<file path="src/rtl/seg_pkg.sv">
// Shared constants for the segment scan driver: font selectors, the HEX7 glyph table and
// the blank pattern.
package seg_pkg;

  localparam int unsigned MODE_HEX7  = 0;
  localparam int unsigned MODE_INDEX = 1;

  localparam logic [7:0] SEG_BLANK = 8'h00;

  // gfedcba, indexed by nibble value
  localparam logic [6:0] HEX7_FONT [16] = '{
    7'h3F, 7'h06, 7'h5B, 7'h4F, 7'h66, 7'h6D, 7'h7D, 7'h07,
    7'h7F, 7'h6F, 7'h77, 7'h7C, 7'h39, 7'h5E, 7'h79, 7'h71
  };

endpackage

</file>
<file path="src/rtl/seg_scan_driver_if.sv">
// Frame load port: valid/ready handshake carrying one nibble and one decimal point per digit.
interface seg_scan_driver_if #(
  parameter int unsigned DIGITS = 4
);

  logic                  load_valid;
  logic                  load_ready;
  logic [4*DIGITS-1:0]   load_data;
  logic [DIGITS-1:0]     load_dp;

  modport master (
    output load_valid,
    output load_data,
    output load_dp,
    input  load_ready
  );

  modport slave (
    input  load_valid,
    input  load_data,
    input  load_dp,
    output load_ready
  );

endinterface

</file>
<file path="src/rtl/seg_font.sv">
// Combinational glyph decoder: nibble and decimal point to an 8-bit segment pattern.
module seg_font
  import seg_pkg::*;
#(
  parameter int unsigned MODE = MODE_HEX7
) (
  input  logic [3:0] nibble,
  input  logic       dp,
  output logic [7:0] pattern
);

  generate
    if (MODE == MODE_INDEX) begin : g_index
      // Index glyph is nibble + 1 in five bits, so F encodes as 16.
      assign pattern = {dp, 2'b00, {1'b0, nibble} + 5'd1};
    end else begin : g_hex7
      assign pattern = {dp, HEX7_FONT[nibble]};
    end
  endgenerate

endmodule

</file>
<file path="src/rtl/seg_scan_driver.sv">
// Time-multiplexed LED digit scanner with double-buffered frame loads committed at frame end
// and 4-bit PWM gating of the digit enables.
module seg_scan_driver
  import seg_pkg::*;
#(
  parameter int unsigned DIGITS   = 4,
  parameter int unsigned DIV_LOG2 = 10,
  parameter int unsigned MODE     = MODE_HEX7
) (
  input  logic              clk,
  input  logic              rst_n,
  seg_scan_driver_if.slave  load,
  input  logic [3:0]        brightness,
  output logic [7:0]        seg,
  output logic [DIGITS-1:0] dig_en,
  output logic              frame_tick
);

  localparam int unsigned IdxW = (DIGITS > 1) ? $clog2(DIGITS) : 1;
  localparam logic [IdxW-1:0] IdxLast = IdxW'(DIGITS - 1);

  logic [DIV_LOG2-1:0] pre_q;
  logic [IdxW-1:0]     idx_q;
  logic                pending_q, pending_d;
  logic                shown_q, shown_d;
  logic [4*DIGITS-1:0] shadow_data_q, shadow_data_d, active_data_q, active_data_d;
  logic [DIGITS-1:0]   shadow_dp_q, shadow_dp_d, active_dp_q, active_dp_d;
  logic [7:0]          seg_q, seg_d;
  logic [DIGITS-1:0]   dig_en_q, dig_en_d;

  logic       frame_end, xfer, commit, bright_on;
  logic [3:0] cur_nibble;
  logic       cur_dp;
  logic [7:0] glyph;

  assign frame_end = (pre_q == '1) && (idx_q == IdxLast);
  assign xfer      = load.load_valid && !pending_q;
  assign commit    = frame_end && pending_q;
  assign bright_on = pre_q[DIV_LOG2-1 -: 4] <= brightness;

  assign cur_nibble = active_data_q[{idx_q, 2'b00} +: 4];
  assign cur_dp     = active_dp_q[idx_q];

  seg_font #(
    .MODE (MODE)
  ) u_font (
    .nibble  (cur_nibble),
    .dp      (cur_dp),
    .pattern (glyph)
  );

  always_comb begin
    pending_d     = pending_q;
    shown_d       = shown_q;
    shadow_data_d = shadow_data_q;
    shadow_dp_d   = shadow_dp_q;
    active_data_d = active_data_q;
    active_dp_d   = active_dp_q;
    // Commit and transfer are exclusive: load_ready is low whenever a commit can fire.
    if (commit) begin
      active_data_d = shadow_data_q;
      active_dp_d   = shadow_dp_q;
      pending_d     = 1'b0;
      shown_d       = 1'b1;
    end else if (xfer) begin
      shadow_data_d = load.load_data;
      shadow_dp_d   = load.load_dp;
      pending_d     = 1'b1;
    end
  end

  always_comb begin
    seg_d    = SEG_BLANK;
    dig_en_d = '0;
    if (shown_q) begin
      seg_d = glyph;
      if (bright_on) begin
        dig_en_d = DIGITS'(1) << idx_q;
      end
    end
  end

  always_ff @(posedge clk or negedge rst_n) begin
    if (!rst_n) begin
      pre_q         <= '0;
      idx_q         <= '0;
      pending_q     <= 1'b0;
      shown_q       <= 1'b0;
      shadow_data_q <= '0;
      shadow_dp_q   <= '0;
      active_data_q <= '0;
      active_dp_q   <= '0;
      seg_q         <= SEG_BLANK;
      dig_en_q      <= '0;
    end else begin
      pre_q <= pre_q + DIV_LOG2'(1);
      if (pre_q == '1) begin
        idx_q <= (idx_q == IdxLast) ? '0 : idx_q + IdxW'(1);
      end
      pending_q     <= pending_d;
      shown_q       <= shown_d;
      shadow_data_q <= shadow_data_d;
      shadow_dp_q   <= shadow_dp_d;
      active_data_q <= active_data_d;
      active_dp_q   <= active_dp_d;
      seg_q         <= seg_d;
      dig_en_q      <= dig_en_d;
    end
  end

  assign load.load_ready = !pending_q;
  assign seg             = seg_q;
  assign dig_en          = dig_en_q;
  assign frame_tick      = frame_end;

endmodule

</file>
<file path="src/flat_wrapper.sv">
// flat-port wrapper written by rule: the top's interface ports become plain ports
module seg_scan_driver_flat import seg_pkg::*;
#(
  parameter int unsigned DIGITS   = 4,
  parameter int unsigned DIV_LOG2 = 10,
  parameter int unsigned MODE     = MODE_HEX7
)
  (clk, rst_n, brightness, seg, dig_en, frame_tick, load_load_valid, load_load_data, load_load_dp, load_load_ready);
  seg_scan_driver_if #(.DIGITS(DIGITS)) load_i ();
  input  logic clk;
  input  logic rst_n;
  input  logic [3:0] brightness;
  output logic [7:0] seg;
  output logic [DIGITS-1:0] dig_en;
  output logic frame_tick;
  input wire logic [$bits(load_i.load_valid)-1:0] load_load_valid;
  input wire logic [$bits(load_i.load_data)-1:0] load_load_data;
  input wire logic [$bits(load_i.load_dp)-1:0] load_load_dp;
  output wire logic [$bits(load_i.load_ready)-1:0] load_load_ready;
  assign load_i.load_valid = load_load_valid;
  assign load_i.load_data = load_load_data;
  assign load_i.load_dp = load_load_dp;
  assign load_load_ready = load_i.load_ready;
  seg_scan_driver #(.DIGITS(DIGITS), .DIV_LOG2(DIV_LOG2), .MODE(MODE)) u_core (.clk(clk), .rst_n(rst_n), .load(load_i), .brightness(brightness), .seg(seg), .dig_en(dig_en), .frame_tick(frame_tick));
endmodule
</file>
<file path="config.mk">
export PLATFORM = sky130hd
export DESIGN_NAME = seg_scan_driver_flat
export DESIGN_NICKNAME = d
export VERILOG_FILES = /design/src/rtl/seg_pkg.sv /design/src/rtl/seg_scan_driver_if.sv /design/src/rtl/seg_font.sv /design/src/rtl/seg_scan_driver.sv /design/src/flat_wrapper.sv
export SDC_FILE = /design/constraint.sdc
export NUM_CORES = 1
export LEC_CHECK = 0
export CAP_MARGIN = 5
export CORE_ASPECT_RATIO = 0.6
export CORE_MARGIN = 3
export CORE_UTILIZATION = 51
export CTS_CLUSTER_DIAMETER = 40
export DETAILED_ROUTE_END_ITERATION = 6
export PLACE_DENSITY = 0.71
export SYNTH_ARGS = -nofsm -noshare
export SYNTH_HDL_FRONTEND = slang
export SYNTH_SLANG_ARGS = --single-unit
export TNS_END_PERCENT = 20
</file>
<file path="constraint.sdc">
create_clock -name clk -period 3 [get_ports clk]
set_clock_uncertainty 0.15 [all_clocks]
set_input_delay 0.6 -clock clk [delete_from_list [all_inputs] [get_ports clk]]
set_output_delay 0.6 -clock clk [all_outputs]
set_load 0.005 [all_outputs]
</file>
==> out/results.tsv, run 1 <==
metric	value	unit
ys_seq_area_frac	0.561	
drc	0	
yosysUniqueCellTypes	30	
slew_headroom	0.761	
drtIter0Drc	54	
power_switching_share	0.214	
grt_use_total	0.165	
hold_path.class	in -> async	
p_int	1300	uW
maxSlewViolCount	0	
postSynth.asyncResetShare	1.00	
cts_resized	0	
cp.arrival	2.04	ns
synth_top_area_share	0.561	
root_buffer	clkbuf_8	
vias	1704	
status	completed	
synth_area_leaders	dfrtp_1, mux2_2, ha_1, mux4_2, xnor2_1	
reg2regPathDepth	6	
p_per_area	461	nW/um2
synth_edf_count	0	
seqPwrFrac	0.568	
p_comb_frac	0.053	
met3_usage	0.0687	
fp-row-count	20	
io_buffers	40	
power.net_switching	353	uW
cts_max_path_buffers	2	
gp_congestion	0.853	
finalPower	1650	uW
leakagePower	0.00167	uW
busiest_layer	met1	
pin_count	41	
place_hpwl	3370	um
yosys_register_bits	66	
fin_crit_sh	0.931	
fp.dieH	64.8	um
yosysWarnings	0	
yosysMostFrequentCell	dfrtp_1	
worstSetupStartpointType	flop	
syn_to_final_growth	21.6	%
setup_tns	0	ns
cp.required	2.25	ns
clkPwrFrac	0.379	
core	5310	um2
routed_via_density	4.94	
ys.flop_type	dfrtp_1	
drt.antenna.violating_nets	0	
routedWlPerCell	13.9	um
antenna_found_initial	0	
cts_tree	built	
use_met1	0.242	
tightest_slew	0.359	ns
avgSynthCellArea	13.6	um2
drtPass1Iterations	4	
grt_pass1_vias	1701	
grt_pass1_wl	8420	um
post_cts_buffers	0	
grt_overflow	0	
synth_common_cells	dfrtp_1, mux2_2, ha_1, inv_1, nand2_1	
synthCells	217	
r2r_start	u_core.idx_q[0]$_DFFE_PN0N_	
yosysTopAreaCell	dfrtp_1	
cts_hold_buf	0	
peakVddDrop	0.321	mV
htree_levels	3	
syn_area	2940	um2
max_freq	358	MHz
synth_nets	259	
critPathKind	reg -> out	
finalSetupViolations	0	
endpoint_kind	primary output	
die_x	104	um
clk_pin_slew	0.07	ns
start_util	0.555	
r2r_setup_slack	0.66	ns
crit_fanout	6	
fin_crit	2.79	ns
clock_sinks	66	
cap_violations	0	
grtUsageMet2	0.219	
antenna_cells	0	
insertion_delay	0.33	ns
grt_max_degree	67	
grt_setup_unrepaired	no	
nets	305	
drive_above_1_share	0.254	
hold_viol	0	
numCtsBuffers	9	
reg2reg_to	u_core.seg[3]$_DFF_PN0_	
die_area	6750	um2
routed_wl	4800	um
## layout by cell type (no fill, tap or decap), types with 3 or more instances in the layout
| cell | count |
|---|---|
| dfrtp_1 | 66 |
| mux2_2 | 41 |
| clkdlybuf4s50_1 | 39 |
| ha_1 | 15 |
| inv_1 | 12 |
| nand2_1 | 11 |
| clkbuf_8 | 10 |
| nor2_1 | 9 |
| nand3_1 | 8 |
| xnor2_1 | 6 |
| mux4_2 | 6 |
| o21ai_0 | 5 |
| nor2b_1 | 4 |
| o21a_1 | 4 |
| and3_1 | 3 |
| clkbuf_1 | 3 |
| clkinv_2 | 3 |
| buf_4 | 3 |
## worst max path at each step
| stage | from | endpoint | slack, ns | depth (start not counted) |
|---|---|---|---|---|
| 6_report | u_core.pre_q[0]$_DFF_PN0_ | frame_tick | 0.21 | 6 |
| 5_1_grt | u_core.pre_q[0]$_DFF_PN0_ | frame_tick | 0.06 | 6 |
| 4_1_cts | u_core.pre_q[0]$_DFF_PN0_ | frame_tick | 0.13 | 6 |
| 3_5_place_dp | u_core.pre_q[0]$_DFF_PN0_ | frame_tick | 0.50 | 6 |
| 3_3_place_gp | u_core.pre_q[0]$_DFF_PN0_ | frame_tick | 0.55 | 6 |
| 2_1_floorplan | u_core.idx_q[0]$_DFFE_PN0N_ | u_core.seg[3]$_DFF_PN0_ | 0.88 | 7 |
## sequential cells by signal, summed over array words and instances, names as in the netlist
register and cells:
u_core.active_data_q 16, u_core.active_dp_q 4, u_core.dig_en 4, u_core.idx_q 2
u_core.pending_q 1, u_core.pre_q 10, u_core.seg 8, u_core.shadow_data_q 16
u_core.shadow_dp_q 4, u_core.shown_q 1
## critical path: stages (launching register included)
cell             delay [ns]
dfrtp_1                0.38
ha_1                   0.23
nand2_1                0.08
nor2_2                 0.15
and3_2                 0.25
and2_1                 0.13
clkdlybuf4s50_1        0.49
## metrics by stage
| step | hold WS (ns) | setup WS [ns] | instances | util | cell area, um2 |
|---|---|---|---|---|---|
| floorplan | 0.154 | 0.883 | 217 | - | 2940 |
| global placement | 0.306 | 0.546 | 329 | 0.643 | 3410 |
| detailed placement | 0.321 | 0.499 | 329 | 0.643 | 3410 |
| CTS | 0.125 | 0.128 | 345 | 0.674 | 3580 |
| global route | 0.136 | 0.0613 | 345 | 0.675 | 3580 |
| finish | 0.109 | 0.208 | 345 | 0.675 | 3580 |
## final cells by class
| cell class | instances | area (um2) |
|---|---|---|
| Sequential cell | 66 | 1650 |
| Timing Repair Buffer | 44 | 438 |
| Inverter | 12 | 45.0 |
| Fill cell | 429 | 1730 |
| Clock buffer | 13 | 149 |
| Multi-Input combinational cell | 130 | 1180 |
| Tap cell | 77 | 96.3 |
| Clock inverter | 3 | 15.0 |
## cells by family (layout without fill, tap and decap cells)
logic type,after synthesis,count (layout),synth area share
simple gates,45,45,0.0748
buf+inv,21,72,0.0370
fa+ha+maj,15,15,0.0638
mux,48,48,0.206
flops,66,66,0.561
xor+xnor,8,8,0.0238
compound gates,14,14,0.0332
## power groups by stage
stage	Sequential (uW)	Clock [uW]	Combinational [uW]
finish	938	625	87.0
detailed placement	955	0	89.4
floorplan	947	0	32.2
CTS	938	642	89.7
global placement	954	0	87.2
global route	942	694	97.0
## layer usage
metal / wire (um) / vias to the layer above / share of wire
li1: - / 841 / -
met1: 2600 / 820 / 0.54
met2: 1920 / 41 / 0.40
met3: 264 / 2 / 0.055
met4: 21 / 0 / 0.0044
met5: 0 / - / 0
Note: power is estimated with default switching activity, not from simulation.
==> run 2: changes to the inputs <==
--- a/config.mk
+++ b/config.mk
@@ -11,7 +11,9 @@
 export CORE_UTILIZATION = 51
 export CTS_CLUSTER_DIAMETER = 40
 export DETAILED_ROUTE_END_ITERATION = 6
-export PLACE_DENSITY = 0.71
+export DONT_BUFFER_PORTS = 1
+export GPL_ROUTABILITY_DRIVEN = 0
+export PLACE_DENSITY = 0.62
 export SYNTH_ARGS = -nofsm -noshare
 export SYNTH_HDL_FRONTEND = slang
 export SYNTH_SLANG_ARGS = --single-unit
==> run 2 against run 1 <==
  * Critical path depth fell by 1
  * Cell area fell by 8.9%
  * Wire length fell by 3.2%
  * Global-route usage fell by 0.76 points
  * Combinational power fell by 35%
  * Core utilization fell by 6.0 points
  * Non-clock buffer count fell by 40
  * Hold slack improved by 0.15 ns
==> out/results.tsv, run 2 (synthesis results as in run 1) <==
metric	value	unit	change
status	completed		
worstSetupStartpointType	flop		
routed_wl	4650	um	-3.2%
antenna_found_initial	0		unchanged
pin_count	41		unchanged
placed_cell_area	2990	um2	-12%
peakVddDrop	0.346	mV	+7.9%
slew_headroom	0.717		-0.0440
hold_viol	0		unchanged
design_area	3260	um2	-8.9%
place_hpwl	3300	um	-2.2%
vias	1619		-5.0%
core	5310	um2	unchanged
max_freq	417	MHz	+16%
htree_levels	3		unchanged
cts_resized	0		unchanged
fin_crit	2.40	ns	-0.395 ns
top_regs	u_core.active_data_q x16, u_core.shadow_data_q x16, u_core.pre_q x10		
cp.arrival	1.65	ns	-0.39 ns
critPathKind	reg -> out		
die_x	104	um	unchanged
worst_path_max_delay_cell	dfrtp_1		
insertion_delay	0.33	ns	about the same
start_util	0.555		unchanged
drc	0		unchanged
cp.required	2.25	ns	about the same
layout_common_cells	dfrtp_1, mux2_2, ha_1, inv_1		
cpPeakStageDelay	0.40	ns	-0.09 ns
syn_to_final_growth	10.8	%	
layout_commonest_cell	dfrtp_1		
cap_violations	0		unchanged
die_area	6750	um2	unchanged
fp.dieH	64.8	um	unchanged
fp-row-count	20		unchanged
routed_via_density	5.31		+7.5%
num-fill-cells	424		-1.2%
crit_chain	ha_1 -> nand2_1 -> nor2_1 -> and3_2 -> and2_1		
grt_setup_unrepaired	no		
clk_pin_slew	0.07	ns	about the same
multiInputGateArea	1180	um2	unchanged
grt_max_degree	67		unchanged
grt_pass1_wl	8040	um	-4.6%
antenna_cells	0		unchanged
grt_pass1_vias	1669		-1.9%
grt_overflow	0		unchanged
leakagePower	0.00155	uW	-7.0%
r2r_setup_slack	0.64	ns	-0.02 ns
path_delay_family	simple AND/OR/NAND/NOR gates		
drive_above_1_share	0.298		+0.0445
maxSlewViolCount	0		unchanged
hold_path.class	in -> reg		
drtPass1Iterations	5		+1
drt.antenna.violating_nets	0		unchanged
crit_buf_inv	0		-1
io_buffers	0		-100%
final-seq-area	1650	um2	unchanged
nets	265		-13%
tightest_slew	0.425	ns	+0.0661 ns
setup_tns	0	ns	unchanged
cts_max_path_buffers	2		unchanged
drtIter0Drc	56		+3.7%
endpoint_kind	primary output		
cts_tree	built		
grt_use_total	0.157		-0.00756
finalSetupViolations	0		unchanged
routedWlPerCell	15.2	um	+9.5%
crit_fanout	6		unchanged
p_per_area	556	nW/um2	+21%
fin_crit_sh	0.799		-0.132
numCtsBuffers	9		unchanged
clock_sinks	66		unchanged
root_buffer	clkbuf_8		
[run 2: cell count changes in the layout (fill, tap and decap cells not counted), sizes merged]
cell           change
clkdlybuf4s50     -39
clkbuf             -1
buf                -2
bufinv             +2
dlygate4sd3        +1
clkinv             -1
[run 2: cell type report]
type / instances / share of cell area
clock buffers: 12 / 0.0476
clock inverters: 4 / 0.0226
inverters: 12 / 0.0138
multi-input cells: 130 / 0.364
flip-flops and latches: 66 / 0.507
well taps: 77 / 0.0296
repair buffers: 4 / 0.0161
[run 2: worst reg2reg max path: cells and delay by family, from the launching register on]
kind / cells / cell delay [ns]
buf+inv: 2 / 0.18
simple gates: 1 / 0.11
flops: 1 / 0.60
mux: 2 / 1.09
fa+ha+maj: 1 / 0.16
[run 2: power by group]
part           total (uW)  switching [uW]  internal [uW]  leakage, uW
registers             937            15.3            921     0.000871
logic                56.2            26.1           30.1     0.000567
clock network         820             307            513     0.000117
[run 2: worst paths after layout]
kind / from / to / cells after the start
worst max-delay path: u_core.pre_q[0]$_DFF_PN0_ / frame_tick / 5
worst min register to register: u_core.pre_q[4]$_DFF_PN0_ / u_core.pre_q[4]$_DFF_PN0_ / 1
max in group asynchronous: rst_n / u_core.seg[6]$_DFF_PN0_ / 2
worst min-delay path: load_load_valid / u_core.pending_q$_DFFE_PN0P_ / 2
worst max register to register: u_core.idx_q[0]$_DFFE_PN0N_ / u_core.seg[3]$_DFF_PN0_ / 6
min in group asynchronous: rst_n / u_core.shadow_data_q[10]$_DFFE_PN0P_ / 2
[run 2: stage by stage]
| stage | std cells | setup WS [ns] | util | power (uW) | hold slack, ns |
|---|---|---|---|---|---|
| floorplan | 217 | 0.883 | - | 979 | 0.154 |
| global placement | 287 | 0.701 | 0.564 | 987 | 0.156 |
| detailed placement | 287 | 0.631 | 0.564 | 990 | 0.156 |
| finish | 305 | 0.602 | 0.614 | 1810 | 0.255 |
| global route | 305 | 0.438 | 0.614 | 1900 | 0.236 |
| CTS | 305 | 0.574 | 0.614 | 1840 | 0.240 |
[run 2: per-layer routing]
layer	track usage	share of wire	up-vias
li1	-	-	763
met1	0.187	0.48	812
met2	0.249	0.45	38
met3	0.0776	0.059	6
met4	0.0597	0.0092	0
met5	0	0	-
[run 2: timing repair]
action,CTS,global route
hold buffers,2,0
setup endpoints to repair,0,0
hold endpoints to repair,66,0
setup buffers,0,0
==> run 3: changes to the inputs <==
==> constraint.sdc (replaced) <==
create_clock -name clk -period 2.5 [get_ports clk]
set_clock_uncertainty 0.15 [all_clocks]
set_input_delay 0.5 -clock clk [delete_from_list [all_inputs] [get_ports clk]]
set_output_delay 0.5 -clock clk [all_outputs]
set_load 0.005 [all_outputs]
==> run 3 against run 2 <==
  * Cell count did not move
  * Sequential power is 21% higher
  * Wire length rose by 4.0%
  * Core utilization shrank 0.12 points
  * Critical path depth is the same
  * Via count down 0.93%
  * Global-route usage up 0.36 points
  * Worst setup slack worse by 0.35 ns
  * Register-to-register slack got worse by 0.34 ns
  * Critical path type unchanged
  * Largest cell class unchanged
  * Highest routed layer unchanged
==> out/results.tsv, run 3 (synthesis results as in run 1) <==
metric	value	unit	change
grt_overflow	0		unchanged
numCtsBuffers	9		unchanged
busiest_layer	met2		
placed_cell_area	3010	um2	+0.67%
fin_crit	2.25	ns	
pin_count	41		unchanged
hp-start	load_load_valid		
setup_tns	0	ns	unchanged
vias	1604		-0.93%
peakVddDrop	0.299	mV	-14%
drtPass1Iterations	4		-1
clk_pin_slew	0.06	ns	about the same
cpPeakStageDelay	0.39	ns	about the same
worst_path_max_delay_cell	dfrtp_1		
power.net_switching	426	uW	+22%
grtUsageMet2	0.252		+0.00243
cap_violations	0		unchanged
antenna_cells	0		unchanged
hold_viol	0		unchanged
fin_ws	0.252	ns	-0.351 ns
seqPwrFrac	0.543		+0.026
cts_tree	built		
reg2reg_to	u_core.seg[3]$_DFF_PN0_		
insertion_delay	0.33	ns	about the same
routedWlPerCell	15.9	um	+4.0%
final-seq-area	1650	um2	unchanged
worstHoldPathCells	2		unchanged
tightest_slew	0.441	ns	+0.0163 ns
htree_levels	3		unchanged
cp.arrival	1.60	ns	-0.05 ns
whs_endpoint	u_core.pending_q$_DFFE_PN0P_		
finalPower	2080	uW	+15%
antenna_found_initial	0		unchanged
drive_above_1_share	0.303		+0.00439
grt_max_degree	67		unchanged
grt_pass1_vias	1714		+2.7%
max_freq	445	MHz	
clkPwrFrac	0.425		-0.027
die_x	104	um	unchanged
num-fill-cells	418		-1.4%
r2r_start	u_core.idx_q[0]$_DFFE_PN0N_		
die_area	6750	um2	unchanged
layout_commonest_cell	dfrtp_1		
power_switching_share	0.205		+0.0133
leakagePower	0.00155	uW	-0.45%
critPathKind	reg -> out		
crit_fanout	6		unchanged
hold_path.class	in -> reg		
cp.required	1.85	ns	-0.40 ns
grt_setup_unrepaired	no		
routed_wl	4840	um	+4.0%
crit_chain	ha_1 -> nand2_1 -> nor2_1 -> and3_2 -> and2_1		
post_cts_buffers	0		unchanged
endpoint_kind	primary output		
placed_cells	288		+0.35%
drc	0		unchanged
crit_buf_inv	0		unchanged
drt.antenna.violating_nets	0		unchanged
p_per_area	638	nW/um2	+15%
status	completed		
fp.dieH	64.8	um	unchanged
met3_usage	0.0766		-0.000995
pre_cts_ws	0.306	ns	-0.325 ns
core	5310	um2	unchanged
grt_use_total	0.161		+0.00360
syn_to_final_growth	10.5	%	
io_buffers	0		unchanged
slew_headroom	0.706		-0.0109
reg2regPathDepth	6		unchanged
fin_crit_sh	0.899		
path_delay_family	simple AND/OR/NAND/NOR gates		
grt_pass1_wl	8300	um	+3.3%
p_int	1650	uW	+13%
top_regs	u_core.active_data_q x16, u_core.shadow_data_q x16, u_core.pre_q x10		
place_hpwl	3370	um	+2.1%
root_buffer	clkbuf_8		
design_area	3250	um2	-0.19%
multiInputGateArea	1180	um2	unchanged
use_met1	0.196		+0.00917
nets	266		+0.38%
clock_sinks	66		unchanged
cts_max_path_buffers	2		unchanged
start_util	0.555		unchanged
r2r_setup_slack	0.30	ns	-0.34 ns
fp-row-count	20		unchanged
maxSlewViolCount	0		unchanged
stdcell_count	305		unchanged
routed_via_density	5.26		-0.93%
finalSetupViolations	0		unchanged
drtIter0Drc	68		+21%
layout_common_cells	dfrtp_1, mux2_2, ha_1, inv_1		
worstSetupStartpointType	flop		
p_comb_frac	0.032		about the same
cp.depth	5		unchanged
[run 3: cell type report]
| type | count | share of cell area |
|---|---|---|
| sequential | 66 | 0.508 |
| multi-input combinational | 130 | 0.364 |
| clock buffer | 11 | 0.0465 |
| tap | 77 | 0.0296 |
| timing repair buffer | 5 | 0.0223 |
| clock inverter | 4 | 0.0158 |
| inverter | 12 | 0.0138 |
[run 3: how the worst max path moves through the flow]
stage	from	end	slack, ns
after floorplan	u_core.idx_q[0]$_DFFE_PN0N_	u_core.seg[3]$_DFF_PN0_	0.38
after global placement	u_core.idx_q[0]$_DFFE_PN0N_	u_core.seg[3]$_DFF_PN0_	0.34
after detailed placement	u_core.idx_q[0]$_DFFE_PN0N_	u_core.seg[3]$_DFF_PN0_	0.31
after CTS	u_core.pre_q[0]$_DFF_PN0_	frame_tick	0.22
after global routing	u_core.pre_q[0]$_DFF_PN0_	frame_tick	0.14
final	u_core.pre_q[0]$_DFF_PN0_	frame_tick	0.25
[run 3: what timing repair did]
| item | in CTS | in global routing |
|---|---|---|
| hold endpoints to repair | 66 | 0 |
| hold buffers | 2 | 0 |
| resized for setup | 0 | 0 |
[run 3: stage by stage]
| stage | hold slack [ns] | util |
|---|---|---|
| 6_report | 0.154 | 0.613 |
| 5_1_grt | 0.131 | 0.613 |
| 4_1_cts | 0.135 | 0.613 |
| 3_5_place_dp | 0.0560 | 0.568 |
| 3_3_place_gp | 0.0561 | 0.568 |
| 2_1_floorplan | 0.0544 | - |
[run 3: power groups by stage]
stage               Clock [uW]  Combinational (uW)  Sequential (uW)
floorplan                    0                38.7             1140
global placement             0                40.3             1150
detailed placement           0                42.7             1150
CTS                        911                69.9             1130
global route               964                77.9             1130
finish                     882                67.4             1130
[run 3: metal layers]
| metal | part of all wire | vias up |
|---|---|---|
| met4 | 0.0066 | 0 |
| met3 | 0.066 | 7 |
| met1 | 0.47 | 791 |
| met2 | 0.46 | 47 |
| li1 | - | 759 |
| met5 | 0 | - |
